## config.mk

```make
export PLATFORM = sky130hd
export DESIGN_NAME = dmem_arbiter
export DESIGN_NICKNAME = d
export VERILOG_FILES = /design/src/rtl/dmem_arbiter.sv
export SDC_FILE = /design/constraint.sdc
export NUM_CORES = 1
export LEC_CHECK = 0
export BUFFER_PORTS_ARGS = -buffer_cell sky130_fd_sc_hd__buf_2
export CAP_MARGIN = 20
export CORE_AREA = 2 2 94 96
export DETAILED_ROUTE_END_ITERATION = 8
export DIE_AREA = 0 0 96 98
export MAX_ROUTING_LAYER = met4
export PLACE_DENSITY_LB_ADDON = 0.2
export SLEW_MARGIN = 10
export SYNTH_ARGS = -nofsm -noshare
export SYNTH_HDL_FRONTEND = slang
export SYNTH_SLANG_ARGS = --single-unit
export TNS_END_PERCENT = 100
```

## constraint.sdc

```tcl
create_clock -name clock -period 1.95 [get_ports clock]
set_input_delay 0.195 -clock clock [delete_from_list [all_inputs] [get_ports clock]]
set_output_delay 0.195 -clock clock [all_outputs]
set_load 0.005 [all_outputs]
```

## src/rtl/dmem_arbiter.sv

```systemverilog
// Arbiter sharing the single-port data memory between the processor memory stage
// and an auxiliary master, with processor priority, a starvation guard and locked aux bursts.
module dmem_arbiter #(
    parameter int MAX_BURST = 4,
    parameter int MAX_LOCK  = 8
) (
    input  logic        clock,
    input  logic        reset,
    input  logic        p_req,
    input  logic        p_wren,
    input  logic [11:0] p_addr,
    input  logic [31:0] p_data,
    output logic        p_stall,
    output logic        p_rvalid,
    output logic [31:0] p_rdata,
    input  logic        a_req,
    input  logic        a_wren,
    input  logic [11:0] a_addr,
    input  logic [31:0] a_data,
    input  logic        a_lock,
    output logic        a_grant,
    output logic        a_rvalid,
    output logic [31:0] a_rdata,
    output logic [11:0] address_dmem,
    output logic [31:0] data,
    output logic        wren,
    input  logic [31:0] q_dmem
);

    localparam int SW = $clog2(MAX_BURST + 1);
    localparam int LW = $clog2(MAX_LOCK + 1);

    localparam logic [0:0] P_OWN = 1'b0;
    localparam logic [0:0] A_OWN = 1'b1;

    logic [0:0]    state_r;
    logic [0:0]    state_nxt_s;
    logic [SW-1:0] starve_cnt_r;
    logic [SW-1:0] starve_nxt_s;
    logic [LW-1:0] lock_cnt_r;
    logic [LW-1:0] lock_nxt_s;
    logic          p_gnt_s;
    logic          a_gnt_s;
    logic          rd_valid_r;
    logic          rd_owner_r;

    // Per-cycle grant decision; nothing is granted while reset is asserted.
    always_comb begin
        p_gnt_s = 1'b0;
        a_gnt_s = 1'b0;
        if (!reset) begin
            p_gnt_s = 1'b0;
            a_gnt_s = 1'b0;
        end else begin
            case (state_r)
                P_OWN: begin
                    if (a_req && (starve_cnt_r == SW'(MAX_BURST))) begin
                        a_gnt_s = 1'b1;
                    end else if (p_req) begin
                        p_gnt_s = 1'b1;
                    end else if (a_req) begin
                        a_gnt_s = 1'b1;
                    end else begin
                        a_gnt_s = 1'b0;
                    end
                end
                A_OWN:   a_gnt_s = a_req;
                default: a_gnt_s = 1'b0;
            endcase
        end
    end

    // Next ownership state, starvation counter and lock counter.
    always_comb begin
        state_nxt_s  = state_r;
        starve_nxt_s = starve_cnt_r;
        lock_nxt_s   = lock_cnt_r;
        if (!a_req || a_gnt_s) begin
            starve_nxt_s = {SW{1'b0}};
        end else if (p_gnt_s && (starve_cnt_r != SW'(MAX_BURST))) begin
            starve_nxt_s = starve_cnt_r + SW'(1);
        end else begin
            starve_nxt_s = starve_cnt_r;
        end
        case (state_r)
            P_OWN: begin
                // A single-access lock limit means the entering grant already exhausts it.
                if (a_gnt_s && a_lock && (MAX_LOCK > 1)) begin
                    state_nxt_s = A_OWN;
                    lock_nxt_s  = LW'(1);
                end else begin
                    state_nxt_s = P_OWN;
                    lock_nxt_s  = {LW{1'b0}};
                end
            end
            A_OWN: begin
                if (!a_gnt_s || !a_lock || ((lock_cnt_r + LW'(1)) == LW'(MAX_LOCK))) begin
                    state_nxt_s = P_OWN;
                    lock_nxt_s  = {LW{1'b0}};
                end else begin
                    state_nxt_s = A_OWN;
                    lock_nxt_s  = lock_cnt_r + LW'(1);
                end
            end
            default: begin
                state_nxt_s = P_OWN;
                lock_nxt_s  = {LW{1'b0}};
            end
        endcase
    end

    // State registers and read-return tracking; reset discards any outstanding read.
    always_ff @(posedge clock) begin
        if (!reset) begin
            state_r      <= P_OWN;
            starve_cnt_r <= {SW{1'b0}};
            lock_cnt_r   <= {LW{1'b0}};
            rd_valid_r   <= 1'b0;
            rd_owner_r   <= 1'b0;
        end else begin
            state_r      <= state_nxt_s;
            starve_cnt_r <= starve_nxt_s;
            lock_cnt_r   <= lock_nxt_s;
            rd_valid_r   <= (p_gnt_s & ~p_wren) | (a_gnt_s & ~a_wren);
            rd_owner_r   <= a_gnt_s;
        end
    end

    // Memory port mux driven by whichever requester holds the grant.
    always_comb begin
        if (a_gnt_s) begin
            address_dmem = a_addr;
            data         = a_data;
            wren         = a_wren;
        end else if (p_gnt_s) begin
            address_dmem = p_addr;
            data         = p_data;
            wren         = p_wren;
        end else begin
            address_dmem = 12'h000;
            data         = 32'h0000_0000;
            wren         = 1'b0;
        end
    end

    assign p_stall  = reset & p_req & ~p_gnt_s;
    assign a_grant  = a_gnt_s;
    assign p_rvalid = reset & rd_valid_r & ~rd_owner_r;
    assign a_rvalid = reset & rd_valid_r & rd_owner_r;
    assign p_rdata  = q_dmem;
    assign a_rdata  = q_dmem;

endmodule

```

==> results.json, run 1 <==
{
  "ys_warn_count": 0,
  "vias": 1448,
  "comb_power_share_pct": 40.5,
  "dr.pass1.iters": 4,
  "fin_nets": 381,
  "antenna_found_initial": 0,
  "drc": 0,
  "vias_per_cell": 4.056,
  "ys_seq_elements": 10,
  "r2r_end": "rd_valid_r",
  "worstSetupPathType": "register to output pin",
  "internal_power_uw": 511.9,
  "grt_max_degree": 39,
  "htreeDepth": 1,
  "cp-endpoint": "data[16]",
  "die_width_um": 96,
  "pwr_density_cell_nw_per_um2": 379.2,
  "drv_cap": 0,
  "dpl.hpwl_mm": 4.054,
  "skew_ns": 0.002701,
  "switching_share_pct": 26.75,
  "endpoint_kind": "output pin",
  "clock_path_buffers": 2,
  "wl_per_cell_um": 13.93,
  "worst_ep_arrival_time_ns": 1.62,
  "reg2reg_slack_ns": 0.55,
  "finalPower_uw": 698.8,
  "rsz0062_at_grt": "no",
  "reg2reg_depth": 6,
  "syn_area_um2": 1434,
  "yosys.area.top_type": "buf_4",
  "tns_ns": 0,
  "core_um2": 8466,
  "globalplace.congestion": 0.6955,
  "cts_root_buf": "clkbuf_8",
  "ios": 240,
  "synth.distinct_cells": 26,
  "finalHoldViolCount": 0,
  "grt-ovfl-total": 0,
  "clock_latency_ns": 0.23,
  "leakage_nw": 1.040,
  "ant_nets": 0,
  "die_area_um2": 9408,
  "netSwitchingPower_uw": 187.0,
  "cts_num_sinks": 10,
  "cp_max_fo": 37,
  "slew_headroom_pct": 84.04,
  "drt-initial-drc-count": 43,
  "seqPwrFrac_pct": 30.4,
  "initial_core_util_pct": 16.94,
  "cts_tree": "built",
  "syn-num-nets": 302,
  "r2r-start": "starve_cnt_r[0]",
  "fin_area_um2": 1843,
  "synth_top_area_share_pct": 34.03,
  "hold_depth": 2,
  "finalSetupViolCount": 0,
  "yosysSeqAreaShare_pct": 13.96,
  "cts_hold_buf": 0,
  "wl_mm": 4.972,
  "post-cts-setup-buffer-count": 0,
  "grt_pass1_wl_mm": 6.444,
  "fmax_mhz": 549.7,
  "area_growth_pct": 28.53,
  "synth_edf_count": 0,
  "hold_class": "input pin to register",
  "worst_slew_pin_slew_ns": 0.2383,
  "crit_path_start": "starve_cnt_r[0]",
  "critPathRequiredTime_ns": 1.75,
  "num_rows": 34,
  "n_antenna_cell": 0,
  "placed_cell_area_um2": 1765,
  "syn_inst": 172,
  "first_global_vias": 1298,
  "grtUsageTotal_pct": 8.915,
  "status": "completed",
  "cts.clk_slew.worst_paths_ns": 0.04,
  "avgSynthCellArea_um2": 8.336,
  "die_y_um": 98,
  "start_kind": "register",
  "fin_crit_sh_pct": 93.29,
  "yosys-top-cells-area": "buf_4 (34%), a22o_1 (27%), dfxtp_1 (14%)",
  "async_flop_share_pct": 0,
  "numCtsBuffers": 3,
  "maxSlewViolCount": 0,
  "peakVddDrop_uv": 155.1,
  "fin_crit_ns": 1.819,
  "drive_gt1_share_pct": 62.25,
  "port_buffers": 143,
  "synth_top_flop_cell": "dfxtp_1",
  "p_clk_share_pct": 29.1
}
[power groups by stage]
| stage | clock [mW] | combinational, mW | sequential [mW] |
|---|---|---|---|
| finish | 0.203 | 0.283 | 0.212 |
| floorplan | 0 | 0.222 | 0.215 |
| global route | 0.226 | 0.318 | 0.212 |
| detailed placement | 0 | 0.278 | 0.216 |
| global placement | 0 | 0.278 | 0.216 |
| CTS | 0.212 | 0.280 | 0.212 |
[layout by cell type (no fill, tap or decap), types with 2 or more instances in the layout]
cell type / Yosys / layout
buf_2: 3 / 143
nand4_1: 2 / 2
clkbuf_8: 0 / 3
ha_1: 3 / 3
xnor2_1: 2 / 2
buf_4: 65 / 2
a21oi_1: 2 / 2
inv_1: 7 / 7
nor2_1: 7 / 7
nand2_1: 5 / 5
a22o_1: 45 / 45
dfxtp_1: 10 / 10
[cell usage after synthesis, drive strengths merged (2+ instances only)]
cell / n
ha: 3
nor2: 7
and3: 2
dfxtp: 10
nand4: 2
nand2: 6
inv: 7
buf: 74
a22o: 45
xnor2: 2
a21oi: 3
[layer usage]
layer	part of all wire [%]	vias to the layer above	wire (µm)	global-route usage, %
met5	0	-	0	-
met4	0.24	0	12	1.978
met3	12	2	596	2.932
met2	51	99	2544	16.40
met1	37	638	1819	8.942
li1	-	709	-	-
[critical path, stage by stage (launching register included)]
cell	delay [ns]
dfxtp_1	0.35
inv_1	0.05
ha_1	0.20
nand2_1	0.15
a21oi_4	0.08
buf_8	0.18
a22o_1	0.26
buf_2	0.13
[metrics by stage]
step	hold WS, ns	setup slack, ns	util, %	cells
floorplan	0.3277	0.5206	-	172
global placement	0.3901	0.2192	20.85	353
detailed placement	0.3901	0.2217	20.85	353
CTS	0.2272	0.06584	21.39	356
global route	0.2381	0.001966	21.77	357
finish	0.2330	0.1309	21.77	357
[repair_timing]
| item | in CTS | in global routing |
|---|---|---|
| gates resized for setup | 1 | 2 |
| setup endpoints to repair | 2 | 4 |
| gates cloned | 0 | 1 |
[layout make-up]
cell class                      count  area (µm²)
Inverter                            7       26.28
Multi-Input combinational cell     81       649.4
Clock buffer                        3       41.29
Tap cell                          108       135.1
Sequential cell                    10       200.2
Timing Repair Buffer              148       790.8
Fill cell                         958        6623
[state kept, by name, indices dropped and copies added, names as in the netlist]
| register | cells |
|---|---|
| lock_cnt_r | 4 |
| starve_cnt_r | 3 |
| rd_owner_r | 1 |
| rd_valid_r | 1 |
| state_r | 1 |
[kinds of logic (layout without fill, tap and decap cells)]
logic type                 count (synthesis)  in the layout  share of synthesized area (%)
AOI/OAI and AO/OA                         54             54                          32.37
xor gates and xnor gates                   3              3                          1.833
adders and majority gates                  3              3                          2.618
buffers and inverters                     81            158                          41.62
DFF                                       10             10                          13.96
and+or+nand+nor                           21             21                          7.592
[worst min path at each step]
stage,startpoint,to
after floorplan,a_req,rd_owner_r
after global placement,q_dmem[23],p_rdata[23]
after detailed placement,q_dmem[23],p_rdata[23]
after CTS,a_lock,lock_cnt_r[0]
after global routing,a_lock,lock_cnt_r[0]
final,a_lock,lock_cnt_r[0]
Power figures use the tool's default switching activity.
==> run 2, diff against run 1 <==
--- a/config.mk
+++ b/config.mk
@@ -11,7 +11,7 @@
 export DETAILED_ROUTE_END_ITERATION = 8
 export DIE_AREA = 0 0 96 98
 export MAX_ROUTING_LAYER = met4
-export PLACE_DENSITY_LB_ADDON = 0.2
+export PLACE_DENSITY = 0.58
 export SLEW_MARGIN = 10
 export SYNTH_ARGS = -nofsm -noshare
 export SYNTH_HDL_FRONTEND = slang
==> run 2 against run 1 <==
Compared with the run above:
- cell count increased by 1.4%
- cell area increased by 5.1%
- via count increased by 5.8%
- sequential power about the same
==> results.json, run 2 (same netlist as run 1, synthesis figures left out) <==
{
  "status": "completed",
  "internal_power_uw": 565.8,
  "cts_num_sinks": 10,
  "largestRegisters": "lock_cnt_r: 4 flops, starve_cnt_r: 3 flops",
  "htreeDepth": 1,
  "cts_hold_buf": 0,
  "regMostFlops": "lock_cnt_r",
  "clock_latency_ns": 0.23,
  "die_width_um": 96,
  "dpl.hpwl_mm": 3.852,
  "fmax_mhz": 541.3,
  "globalplace.congestion": 0.7111,
  "grt-ovfl-total": 0,
  "initial_core_util_pct": 16.94,
  "worstSetupPathType": "register to output pin",
  "skew_ns": 0.0008549,
  "grt_max_degree": 50,
  "critPathRequiredTime_ns": 1.75,
  "antenna_found_initial": 0,
  "port_buffers": 143,
  "hold_class": "input pin to register",
  "wl_mm": 5.482,
  "worst_slew_pin_slew_ns": 0.2279,
  "pwr_density_cell_nw_per_um2": 400.3,
  "wl_per_cell_um": 15.14,
  "finalSetupViolCount": 0,
  "area_growth_pct": 35.08,
  "drt-initial-drc-count": 36,
  "n_antenna_cell": 0,
  "first_global_vias": 1307,
  "layout_commonest_cell": "buf_2",
  "vias": 1532,
  "fin_area_um2": 1937,
  "leakage_nw": 1.081,
  "maxSlewViolCount": 0,
  "dr.pass1.iters": 4,
  "drv_cap": 0,
  "fin_crit_ns": 1.847,
  "die_y_um": 98,
  "finalPower_uw": 775.4,
  "post-route-util_pct": 22.88,
  "drive_gt1_share_pct": 64.17,
  "grt_pass1_wl_mm": 6.272,
  "die_area_um2": 9408,
  "largest_register_ffs": 4,
  "numCtsBuffers": 3,
  "fin_nets": 385,
  "placed_cell_area_um2": 1763,
  "seqPwrFrac_pct": 27.4,
  "peakVddDrop_uv": 499.9,
  "clock_path_buffers": 2,
  "grtUsageTotal_pct": 8.835,
  "p_clk_share_pct": 32.9,
  "start_kind": "register",
  "slew_headroom_pct": 84.74,
  "netSwitchingPower_uw": 209.7,
  "num_rows": 34,
  "finalHoldViolCount": 0,
  "worst_ep_arrival_time_ns": 1.65,
  "switching_share_pct": 27.04,
  "ios": 240,
  "fin_crit_sh_pct": 94.73,
  "cts_tree": "built",
  "endpoint_kind": "output pin",
  "ant_nets": 0,
  "cp_max_fo": 13,
  "core_um2": 8466,
  "comb_power_share_pct": 39.7,
  "rsz0062_at_grt": "no",
  "vias_per_cell": 4.232,
  "tns_ns": 0,
  "cts_root_buf": "clkbuf_8",
  "drc": 0,
  "cts.clk_slew.worst_paths_ns": 0.05,
  "final_cell_mix": "buf_2 (143), a22o_1 (45), dfxtp_1 (9), inv_1 (7), nor2_1 (7)"
}
## run 2: metal layers
metal / wire (µm) / global-route usage [%]
met5: 0 / -
met4: 40 / 2.527
met3: 386 / 1.157
met2: 2892 / 16.67
met1: 2162 / 9.316
## run 2: timing repair
item | 4_1_cts | 5_1_grt
endpoints found under the setup margin | 0 | 5
gates resized for setup | 0 | 4
setup buffers | 0 | 3
## run 2: final timing paths
check / start / endpoint / slack [ns] / depth (start not counted)
min: a_lock / lock_cnt_r[0] / 0.24 / 2
max reg2reg: starve_cnt_r[0] / rd_valid_r / 0.53 / 6
min reg2reg: starve_cnt_r[0] / starve_cnt_r[0] / 0.42 / 1
max: starve_cnt_r[0] / data[4] / 0.10 / 8
## run 2: power by group through the flow
stage	registers (mW)	logic (mW)	clock network (mW)
4_1_cts	0.212	0.281	0.264
6_report	0.213	0.308	0.255
3_5_place_dp	0.216	0.280	0
2_1_floorplan	0.215	0.222	0
3_3_place_gp	0.216	0.275	0
5_1_grt	0.213	0.340	0.281
## run 2: area by class of cell
class | instances | area (µm²)
clock buffer | 4 | 55.05
fill | 969 | 6529
inverter | 7 | 26.28
multi-input combinational | 81 | 654.4
timing repair buffer | 152 | 864.6
sequential | 10 | 201.4
tap | 108 | 135.1
## run 2: worst max-delay path, cell delays in order (launching register included)
cell     delay (ns)
dfxtp_2        0.33
inv_1          0.04
ha_2           0.18
nand2_2        0.09
a21oi_4        0.06
buf_4          0.15
buf_12         0.14
a22o_1         0.27
buf_2          0.14
## run 2: metrics by stage
stage	setup WS [ns]	hold slack, ns	std cells
final	0.1028	0.2404	362
after global routing	0.02314	0.2237	362
after detailed placement	0.2893	0.3901	351
after floorplan	0.5206	0.3277	172
after CTS	0.03625	0.2305	355
after global placement	0.3227	0.3901	351
==> run 3, diff against run 2 <==
--- a/config.mk
+++ b/config.mk
@@ -5,13 +5,15 @@
 export SDC_FILE = /design/constraint.sdc
 export NUM_CORES = 1
 export LEC_CHECK = 0
+export ABC_AREA = 1
 export BUFFER_PORTS_ARGS = -buffer_cell sky130_fd_sc_hd__buf_2
 export CAP_MARGIN = 20
 export CORE_AREA = 2 2 94 96
 export DETAILED_ROUTE_END_ITERATION = 8
 export DIE_AREA = 0 0 96 98
 export MAX_ROUTING_LAYER = met4
-export PLACE_DENSITY = 0.58
+export PLACE_DENSITY = 0.6
+export SETUP_SLACK_MARGIN = 0.05
 export SLEW_MARGIN = 10
 export SYNTH_ARGS = -nofsm -noshare
 export SYNTH_HDL_FRONTEND = slang
==> run 3 against run 2 <==
Compared with the run above:
- synthesized cell count increased by 57%
- critical path depth increased by 2
- highest routed layer unchanged
- critical endpoint is now address_dmem[11]
- first-iteration DRC count increased by 44%
- combinational power increased by 10%
- fmax increased by 1.2%
==> results.json, run 3 <==
{
  "status": "completed",
  "synth_top_area_share_pct": 35.21,
  "post-synth-top-count-cell": "nand2_1",
  "synth_commonest_cells": "nand2_1 (144), buf_4 (65), inv_1 (12)",
  "ant_nets": 0,
  "rsz0062_at_grt": "yes",
  "drv_cap": 0,
  "cp_max_fo": 8,
  "initial_core_util_pct": 18.13,
  "n_antenna_cell": 0,
  "fill_cells": 952,
  "syn_inst": 270,
  "largestRegisters": "lock_cnt_r: 4 flops, starve_cnt_r: 3 flops",
  "finalPower_uw": 820.4,
  "syn_area_um2": 1535,
  "dr.pass1.iters": 4,
  "core_um2": 8466,
  "synth_edf_count": 0,
  "ios": 240,
  "hold_class": "input pin to register",
  "fmax_mhz": 548.1,
  "area_growth_pct": 36.35,
  "die_y_um": 98,
  "cts_num_sinks": 10,
  "vias_per_cell": 3.905,
  "die_width_um": 96,
  "pwr_density_cell_nw_per_um2": 391.9,
  "slew_headroom_pct": 86.10,
  "clock_path_buffers": 2,
  "maxSlewViolCount": 0,
  "grt-ovfl-total": 0,
  "first_global_vias": 1553,
  "skew_ns": 0.0008157,
  "drc": 0,
  "htreeDepth": 1,
  "port_buffers": 143,
  "tns_ns": 0,
  "finalSetupViolCount": 0,
  "final_cell_mix": "nand2_1 (143), buf_2 (143), inv_1 (11), nor2_1 (11), dfxtp_1 (9)",
  "regMostFlops": "lock_cnt_r",
  "critPathRequiredTime_ns": 1.75,
  "worstSetupPathType": "register to output pin",
  "numCtsBuffers": 3,
  "endpoint_kind": "output pin",
  "yosys-top-cells-area": "nand2_1 (35%), buf_4 (32%), dfxtp_1 (13%)",
  "drive_gt1_share_pct": 46.91,
  "drt-initial-drc-count": 52,
  "avgSynthCellArea_um2": 5.686,
  "finalHoldViolCount": 0,
  "clock_latency_ns": 0.24,
  "peakVddDrop_uv": 314.5,
  "cts_hold_buf": 0,
  "start_kind": "register",
  "antenna_found_initial": 0,
  "async_flop_share_pct": 0,
  "yosys.area.top_type": "nand2_1",
  "num_rows": 34,
  "synth_top_flop_cell": "dfxtp_1",
  "wl_per_cell_um": 12.47,
  "dpl.hpwl_mm": 3.943,
  "grt_pass1_wl_mm": 6.693,
  "cts.clk_slew.worst_paths_ns": 0.05,
  "grt_max_degree": 47,
  "yosysSeqAreaShare_pct": 13.04,
  "worst_ep_arrival_time_ns": 1.63,
  "vias": 1812,
  "synth.distinct_cells": 16,
  "ys_warn_count": 0,
  "ys_seq_elements": 10,
  "syn-num-nets": 400,
  "wl_mm": 5.784,
  "leakage_nw": 1.352,
  "fin_crit_sh_pct": 93.56,
  "largest_register_ffs": 4,
  "fin_nets": 487,
  "worst_slew_pin_slew_ns": 0.2083,
  "grtUsageTotal_pct": 8.912,
  "fin_crit_ns": 1.825,
  "cts_root_buf": "clkbuf_8",
  "cts_tree": "built",
  "globalplace.congestion": 0.6877,
  "die_area_um2": 9408
}
run 3: repair_timing:
action / CTS / global route
endpoints found under the setup margin: 46 / 43
cloned: 0 / 7
pin swaps: 0 / 4
gates resized for setup: 2 / 10
setup buffers: 0 / 3
run 3: critical path, stage by stage (launching register included):
cell	delay, ns
dfxtp_2	0.33
inv_1	0.04
ha_1	0.20
nand2_2	0.08
inv_2	0.05
a21oi_4	0.16
buf_12	0.16
buf_6	0.15
nand2_1	0.06
nand2_1	0.06
buf_2	0.10
run 3: cell type report:
type                    count  area (µm²)  share of cell area [%]
inverters                  14       65.06                   3.108
multi-input cells         173       730.7                   34.91
repair inverters            2       17.52                  0.8368
flip-flops and latches     10       201.4                   9.623
well taps                 108       135.1                   6.455
repair buffers            153       888.4                   42.44
clock buffers               4       55.05                   2.630
run 3: where the power goes:
| group | switching [mW] | total [mW] | leakage, nW | internal, mW |
|---|---|---|---|---|
| combinational | 0.159 | 0.340 | 1.24 | 0.181 |
| sequential | 0.00535 | 0.217 | 0.0818 | 0.212 |
| clock | 0.0854 | 0.263 | 0.0288 | 0.178 |
| total | 0.250 | 0.820 | 1.35 | 0.571 |
run 3: cell families (layout without fill, tap and decap cells):
family	Yosys count	count (layout)	share of synthesized area, %
AO/OA/AOI/OAI	4	4	1.712
adder cells (fa/ha/maj)	3	3	2.445
flip-flops	10	10	13.04
buffers and inverters	87	173	40.67
AND/OR/NAND/NOR	164	164	40.99
XOR/XNOR	2	2	1.141
run 3: per-layer routing:
layer,share of wire (%),GRT usage (%),up-vias
met4,0.22,1.429,0
li1,-,-,913
met1,40,8.372,786
met5,0,-,-
met2,51,17.36,109
met3,9.5,2.855,4
run 3: metrics by stage:
step / setup slack (ns) / cell area [µm²] / hold WS [ns] / instances / util, %
floorplan: 0.5744 / 1535 / 0.3074 / 270 / -
global placement: 0.1200 / 1849 / 0.3901 / 450 / 21.84
detailed placement: 0.05247 / 1849 / 0.3901 / 450 / 21.84
CTS: 0.1084 / 1909 / 0.1701 / 454 / 22.55
global route: 0.03760 / 2093 / 0.2344 / 464 / 24.73
finish: 0.1255 / 2093 / 0.2032 / 464 / 24.73
run 3: worst paths after layout:
kind | from | to | slack [ns] | depth (start not counted)
worst max-delay path | starve_cnt_r[0] | address_dmem[11] | 0.13 | 10
worst min register to register | starve_cnt_r[0] | starve_cnt_r[0] | 0.42 | 1
worst min-delay path | a_wren | rd_valid_r | 0.20 | 2
worst max register to register | starve_cnt_r[0] | state_r | 0.51 | 9
